`src/rtl/seg7_scan_rx.sv`:
```
// Scanned seven-segment display receiver: debounces each digit dwell, decodes it to BCD
// and delivers whole NDIG-digit frames on a valid/ready handshake. Optional SEG7RX_DP_EN adds decimal points.
module seg7_scan_rx #(
    parameter int NDIG       = 8,
    parameter int STABLE_CYC = 4
) (
    input  logic                clk,
    input  logic                rst,
    input  logic [6:0]          seg_i,
    input  logic [NDIG-1:0]     sel_i,
`ifdef SEG7RX_DP_EN
    input  logic                dp_i,
    output logic [NDIG-1:0]     out_dp,
`endif
    output logic                out_valid,
    input  logic                out_ready,
    output logic [4*NDIG-1:0]   out_data,
    output logic [NDIG-1:0]     out_err,
    output logic                overrun
);

    localparam int CW = $clog2(STABLE_CYC + 1);
`ifdef SEG7RX_DP_EN
    localparam int SW = 8 + NDIG;
`else
    localparam int SW = 7 + NDIG;
`endif
    localparam logic [CW-1:0] STABLE_V = CW'(STABLE_CYC);

    typedef enum logic [0:0] {
        WAIT_STABLE = 1'b0,
        CAPTURED    = 1'b1
    } state_t;

    // Returns {err, code}; blank is a legal code, anything unlisted is flagged.
    function automatic logic [4:0] seg_decode(input logic [6:0] seg);
        logic [4:0] res;
        case (seg)
            7'b0000001: res = 5'h00;
            7'b1001111: res = 5'h01;
            7'b0010010: res = 5'h02;
            7'b0000110: res = 5'h03;
            7'b1001100: res = 5'h04;
            7'b0100100: res = 5'h05;
            7'b0100000: res = 5'h06;
            7'b0001111: res = 5'h07;
            7'b0000000: res = 5'h08;
            7'b0000100: res = 5'h09;
            7'b1111111: res = 5'h0F;
            default:    res = 5'h1E;
        endcase
        return res;
    endfunction

    state_t              r_state;
    state_t              w_state_next;
    logic [SW-1:0]       r_sample;
    logic [SW-1:0]       w_sample;
    logic [CW-1:0]       r_cnt;
    logic [CW-1:0]       w_cnt_next;
    logic                w_legal;
    logic                w_same;
    logic                w_capture;
    logic [4:0]          w_dec;
    logic [NDIG-1:0]     r_seen;
    logic [NDIG-1:0]     w_seen_acc;
    logic                w_frame_done;
    logic [4*NDIG-1:0]   r_slot_data;
    logic [4*NDIG-1:0]   w_slot_data_next;
    logic [NDIG-1:0]     r_slot_err;
    logic [NDIG-1:0]     w_slot_err_next;
    logic                r_out_valid;
    logic [4*NDIG-1:0]   r_out_data;
    logic [NDIG-1:0]     r_out_err;
    logic                r_overrun;
`ifdef SEG7RX_DP_EN
    logic [NDIG-1:0]     r_slot_dp;
    logic [NDIG-1:0]     w_slot_dp_next;
    logic [NDIG-1:0]     r_out_dp;
    assign w_sample = {dp_i, seg_i, sel_i};
    assign out_dp   = r_out_dp;
`else
    assign w_sample = {seg_i, sel_i};
`endif

    assign w_legal = (sel_i != '0) && ((sel_i & (sel_i - 1'b1)) == '0);
    assign w_same  = (w_sample == r_sample);
    assign w_dec   = seg_decode(seg_i);

    // Dwell counter next value: saturating run length of identical legal samples.
    always_comb begin
        w_cnt_next = '0;
        if (!w_legal) begin
            w_cnt_next = '0;
        end else if (!w_same) begin
            w_cnt_next = CW'(1);
        end else if (r_cnt == STABLE_V) begin
            w_cnt_next = STABLE_V;
        end else begin
            w_cnt_next = r_cnt + CW'(1);
        end
    end

    // Sample, counter and dwell state registers.
    always_ff @(posedge clk) begin
        if (rst) begin
            r_sample <= '0;
            r_cnt    <= '0;
            r_state  <= WAIT_STABLE;
        end else begin
            r_sample <= w_sample;
            r_cnt    <= w_cnt_next;
            r_state  <= w_state_next;
        end
    end

    // Dwell FSM next state: leave CAPTURED only once the dwell ends.
    always_comb begin
        w_state_next = r_state;
        case (r_state)
            WAIT_STABLE: begin
                if (w_capture) w_state_next = CAPTURED;
                else           w_state_next = WAIT_STABLE;
            end
            CAPTURED: begin
                if (!w_legal || !w_same) w_state_next = WAIT_STABLE;
                else                     w_state_next = CAPTURED;
            end
            default: w_state_next = WAIT_STABLE;
        endcase
    end

    // Dwell FSM output: one capture strobe per stable dwell.
    always_comb begin
        w_capture = 1'b0;
        if (r_state == WAIT_STABLE) begin
            w_capture = w_legal && (w_cnt_next == STABLE_V);
        end else begin
            w_capture = 1'b0;
        end
    end

    // Slot update including the digit captured this edge, so frame output sees it.
    always_comb begin
        w_slot_data_next = r_slot_data;
        w_slot_err_next  = r_slot_err;
`ifdef SEG7RX_DP_EN
        w_slot_dp_next   = r_slot_dp;
`endif
        for (int i = 0; i < NDIG; i++) begin
            if (w_capture && sel_i[i]) begin
                w_slot_data_next[4*i +: 4] = w_dec[3:0];
                w_slot_err_next[i]         = w_dec[4];
`ifdef SEG7RX_DP_EN
                w_slot_dp_next[i]          = ~dp_i;
`endif
            end else begin
                w_slot_data_next[4*i +: 4] = r_slot_data[4*i +: 4];
                w_slot_err_next[i]         = r_slot_err[i];
            end
        end
    end

    assign w_seen_acc   = r_seen | (w_capture ? sel_i : {NDIG{1'b0}});
    assign w_frame_done = &w_seen_acc;

    // Slot and seen-mask registers.
    always_ff @(posedge clk) begin
        if (rst) begin
            r_seen      <= '0;
            r_slot_data <= '0;
            r_slot_err  <= '0;
`ifdef SEG7RX_DP_EN
            r_slot_dp   <= '0;
`endif
        end else begin
            r_seen      <= w_frame_done ? {NDIG{1'b0}} : w_seen_acc;
            r_slot_data <= w_slot_data_next;
            r_slot_err  <= w_slot_err_next;
`ifdef SEG7RX_DP_EN
            r_slot_dp   <= w_slot_dp_next;
`endif
        end
    end

    // Output frame register with handshake; a frame arriving under backpressure is dropped.
    always_ff @(posedge clk) begin
        if (rst) begin
            r_out_valid <= 1'b0;
            r_out_data  <= '0;
            r_out_err   <= '0;
            r_overrun   <= 1'b0;
`ifdef SEG7RX_DP_EN
            r_out_dp    <= '0;
`endif
        end else if (w_frame_done && (!r_out_valid || out_ready)) begin
            r_out_valid <= 1'b1;
            r_out_data  <= w_slot_data_next;
            r_out_err   <= w_slot_err_next;
`ifdef SEG7RX_DP_EN
            r_out_dp    <= w_slot_dp_next;
`endif
        end else if (w_frame_done) begin
            r_overrun   <= 1'b1;
        end else if (r_out_valid && out_ready) begin
            r_out_valid <= 1'b0;
        end
    end

    assign out_valid = r_out_valid;
    assign out_data  = r_out_data;
    assign out_err   = r_out_err;
    assign overrun   = r_overrun;

endmodule
```
`config.mk`:
```
export PLATFORM = sky130hd
export DESIGN_NAME = seg7_scan_rx
export DESIGN_NICKNAME = d
export VERILOG_FILES = /design/src/rtl/seg7_scan_rx.sv
export SDC_FILE = /design/constraint.sdc
export NUM_CORES = 1
export LEC_CHECK = 0
export CAP_MARGIN = 25
export CORE_AREA = 2 2 143 117
export CTS_BUF_LIST = sky130_fd_sc_hd__clkbuf_16
export DETAILED_ROUTE_END_ITERATION = 16
export DIE_AREA = 0 0 145 119
export GPL_TIMING_DRIVEN = 0
export SYNTH_ARGS = -nofsm -noshare
export SYNTH_HDL_FRONTEND = slang
export SYNTH_SLANG_ARGS = --single-unit
```
`constraint.sdc`:
```
create_clock -name clk -period 9.8 [get_ports clk]
set_input_delay 2.45 -clock clk [delete_from_list [all_inputs] [get_ports clk]]
set_output_delay 2.45 -clock clk [all_outputs]
set_load 0.01 [all_outputs]
```
==> impl_metrics.env, run 1 <==
export IMPL_synth_net_count=461
export IMPL_drt_total_wl_um=10500
export IMPL_drtIter0Drc=206
export IMPL_grt_overflow_total=0
export IMPL_place_ws_ns=3.72
export IMPL_slew_viol_final=0
export IMPL_setup_viol=0
export IMPL_routabilityCongestion=0.841
export IMPL_cts_tree="built"
export IMPL_cts_hold_buf=0
export IMPL_worst_slack_ns=4.07
export IMPL_layout_min_cycle_time_ns=5.73
export IMPL_startpoint_type="primary input"
export IMPL_die_area_mm2=0.0173
export IMPL_drv_cap=0
export IMPL_first_pass_iters=4
export IMPL_grt_first_pass_wirelength_um=16900
export IMPL_post_dp_hpwl_um=7640
export IMPL_ir_worst_vdd_mv=0.0920
export IMPL_power_density_mw_per_mm2=143
export IMPL_cp_data_arrival_time_ns=5.96
export IMPL_rows=42
export IMPL_worstPathRequired_ns=10.03
export IMPL_io_pins=60
export IMPL_clk_pin_slew_ns=0.07
export IMPL_post_dp_cell_area_mm2=0.00552
export IMPL_finalHoldViolCount=0
export IMPL_post_cts_buffers=0
export IMPL_drive_gt1_share_pct=13.3
export IMPL_synthDistinctLibCells=46
export IMPL_die_h_um=119
export IMPL_synthCells=441
export IMPL_clock_fmax_mhz=175
export IMPL_syn_area_per_cell_um2=10.6
export IMPL_cts_root_buf="clkbuf_16"
export IMPL_area_growth_pct=23.7
export IMPL_cts_resized=0
export IMPL_clock_skew_ns=0.00620
export IMPL_worst_slew_pin_slew_ns=0.776
export IMPL_synth_warnings=0
export IMPL_crit_path_end_kind="flop"
export IMPL_synth_seq_area_share_pct=46.6
export IMPL_grt_setup_unrepaired="no"
export IMPL_synth_area_mm2=0.00468
export IMPL_final_cell_mix="dfxtp_1 (109), nor2_1 (60), nor2b_1 (56), clkdlybuf4s50_1 (56)"
export IMPL_crit_type="primary input to flop"
export IMPL_cp_slowest_stage_delay_ns=0.69
export IMPL_ys_seq_elements=109
export IMPL_async_reset_ff_share_pct=0
export IMPL_cp_cell_sequence="clkdlybuf4s50_1 > nor4_2 > nand4b_1 > and3_1 > buf_6 > a2111oi_4 > o22ai_2 > a211oi_2 > nand3_2 > buf_6 > mux2_4"
export IMPL_fin_crit_sh_pct=58.5
export IMPL_synth_edf_count=0
export IMPL_io_buffers=56
export IMPL_cts_inserted_buffers=9
export IMPL_fin_nets=529
export IMPL_diodes=0
export IMPL_grt_use_total_pct=12.3
export IMPL_cts_sinks=109
export IMPL_layout_commonest_cell="dfxtp_1"
export IMPL_first_global_vias=3219
export IMPL_start_util_pct=29.2
export IMPL_status="finished, final reports clean"
export IMPL_fillCellCount=1588
export IMPL_antenna_found_initial=0
export IMPL_dieWidth_um=145
export IMPL_synth_main_ff_cell="dfxtp_1"
export IMPL_vias=3239
export IMPL_tns_ns=0
export IMPL_slew_headroom_pct=48.2
export IMPL_ant_nets=0
export IMPL_vias_per_cell=4.43
export IMPL_grt_start_max_net_pins=16
export IMPL_clk_insertion_delay_late_ns=0.34
export IMPL_holdCritPathClass="flop to flop"
export IMPL_path_common_cell="buf_6"
export IMPL_clockBufferDepth=2
export IMPL_postLayoutCellArea_mm2=0.00579
export IMPL_drc_errors=0
export IMPL_holdWs_ns=0.480
export IMPL_critPathSlowestCell="a2111oi_4"
export IMPL_leakagePower_nw=2.35
export IMPL_core_mm2=0.0160
export IMPL_htree_levels=3
export IMPL_detail_route_wl_per_cell_um=14.3
export IMPL_path_max_fanout=10
cell type report:
class                   instances  area (µm²)  share of cell area [%]
plain buffers                  28         159                    2.75
clock buffers                   9         225                    3.89
clock inverters                 4        42.5                   0.735
inverters                       6        22.5                   0.389
multi-input cells             298        2320                    40.0
flip-flops and latches        109        2180                    37.7
well taps                     220         275                    4.76
repair buffers                 57         566                    9.77
sequential cells by signal (all words and copies together) (netlist names), 3 cells and up:
name and cells:
out_data 32, r_slot_data 32, r_sample 15, out_err 8, r_seen 8, r_slot_err 8, r_cnt 3
synth_stat cells, types with 2 or more instances:
cell	number	area [µm²]
dfxtp_1	109	2180
nor2_1	60	225
nor2b_1	56	350
mux2_4	40	601
mux2i_1	40	400
clkbuf_1	19	71.3
xor2_1	13	114
nand2_1	11	41.3
nand3_1	7	35.0
a31oi_1	6	37.5
buf_6	6	67.6
inv_1	6	22.5
a21oi_1	5	25.0
and3_1	5	31.3
nor3_1	5	25.0
xnor2_1	5	43.8
nor4_1	4	25.0
o21ai_0	4	20.0
nand2b_1	3	18.8
or4_1	3	22.5
a2111oi_4	2	55.1
a211oi_1	2	15.0
buf_4	2	15.0
ha_1	2	25.0
nand4b_1	2	17.5
o21a_1	2	15.0
or2_1	2	12.5
or3_1	2	12.5
worst max-delay path, delay by kind of cell:
| family | cells | cell delay (ns) |
|---|---|---|
| AOI/OAI and AO/OA | 3 | 1.21 |
| buffers and inverters | 3 | 0.90 |
| muxes | 1 | 0.30 |
| and+or+nand+nor | 4 | 1.09 |
logic make-up (layout without fill, tap and decap cells):
kind of cell / Yosys count / after routing / share of synthesized area, %
muxes: 80 / 80 / 21.4
adders and majority gates: 2 / 2 / 0.535
and+or+nand+nor: 168 / 168 / 18.9
xor gates and xnor gates: 18 / 18 / 3.37
AOI/OAI and AO/OA: 30 / 30 / 5.29
DFF: 109 / 109 / 46.6
buffers and inverters: 34 / 104 / 3.88
layer usage:
| metal | track usage [%] | part of all wire (%) | up-vias | wire length (µm) |
|---|---|---|---|---|
| met5 | 0 | 0 | - | 0 |
| met4 | 4.08 | 1.4 | 0 | 148 |
| met3 | 2.80 | 3.3 | 8 | 350 |
| met2 | 19.4 | 44 | 55 | 4620 |
| met1 | 16.7 | 51 | 1555 | 5340 |
| li1 | - | - | 1621 | - |
worst paths after layout:
| check | depth (start not counted) | startpoint | slack, ns | endpoint |
|---|---|---|---|---|
| setup / recovery | 11 | sel_i[5] | 4.07 | out_data[1] |
| setup reg to reg | 11 | r_cnt[0] | 6.41 | out_data[1] |
| hold reg to reg | 2 | r_seen[0] | 0.48 | r_seen[0] |
| hold / removal | 2 | r_seen[0] | 0.48 | r_seen[0] |
metrics by stage:
step	util, %	std cells	total power [mW]
after floorplan	-	441	0.480
after global placement	34.4	717	0.497
after detailed placement	34.4	718	0.498
after CTS	36.1	731	0.839
after global routing	36.1	731	0.861
final	36.1	731	0.830
report_power, final:
group	switching, mW	internal [mW]
Clock	0.151	0.192
Combinational	0.0249	0.0154
Sequential	0.00134	0.446
Power figures use the tool's default switching activity.
==> inputs of run 2 (changes only) <==
Clock period 9.8 ns to 4.9 ns, I/O delays scaled along.
==> results of run 2 <==
The final DEF is identical to that of run 1. Status: finished, final reports clean.
Among the figures that moved: setup slack after placement 3.72 ns -> 0.0425 ns; setup slack after layout 4.07 ns -> 0.395 ns; register-to-register setup slack 6.41 ns -> 1.51 ns; total power 0.830 mW -> 1.66 mW; worst IR drop on VDD 0.0920 mV -> 0.184 mV
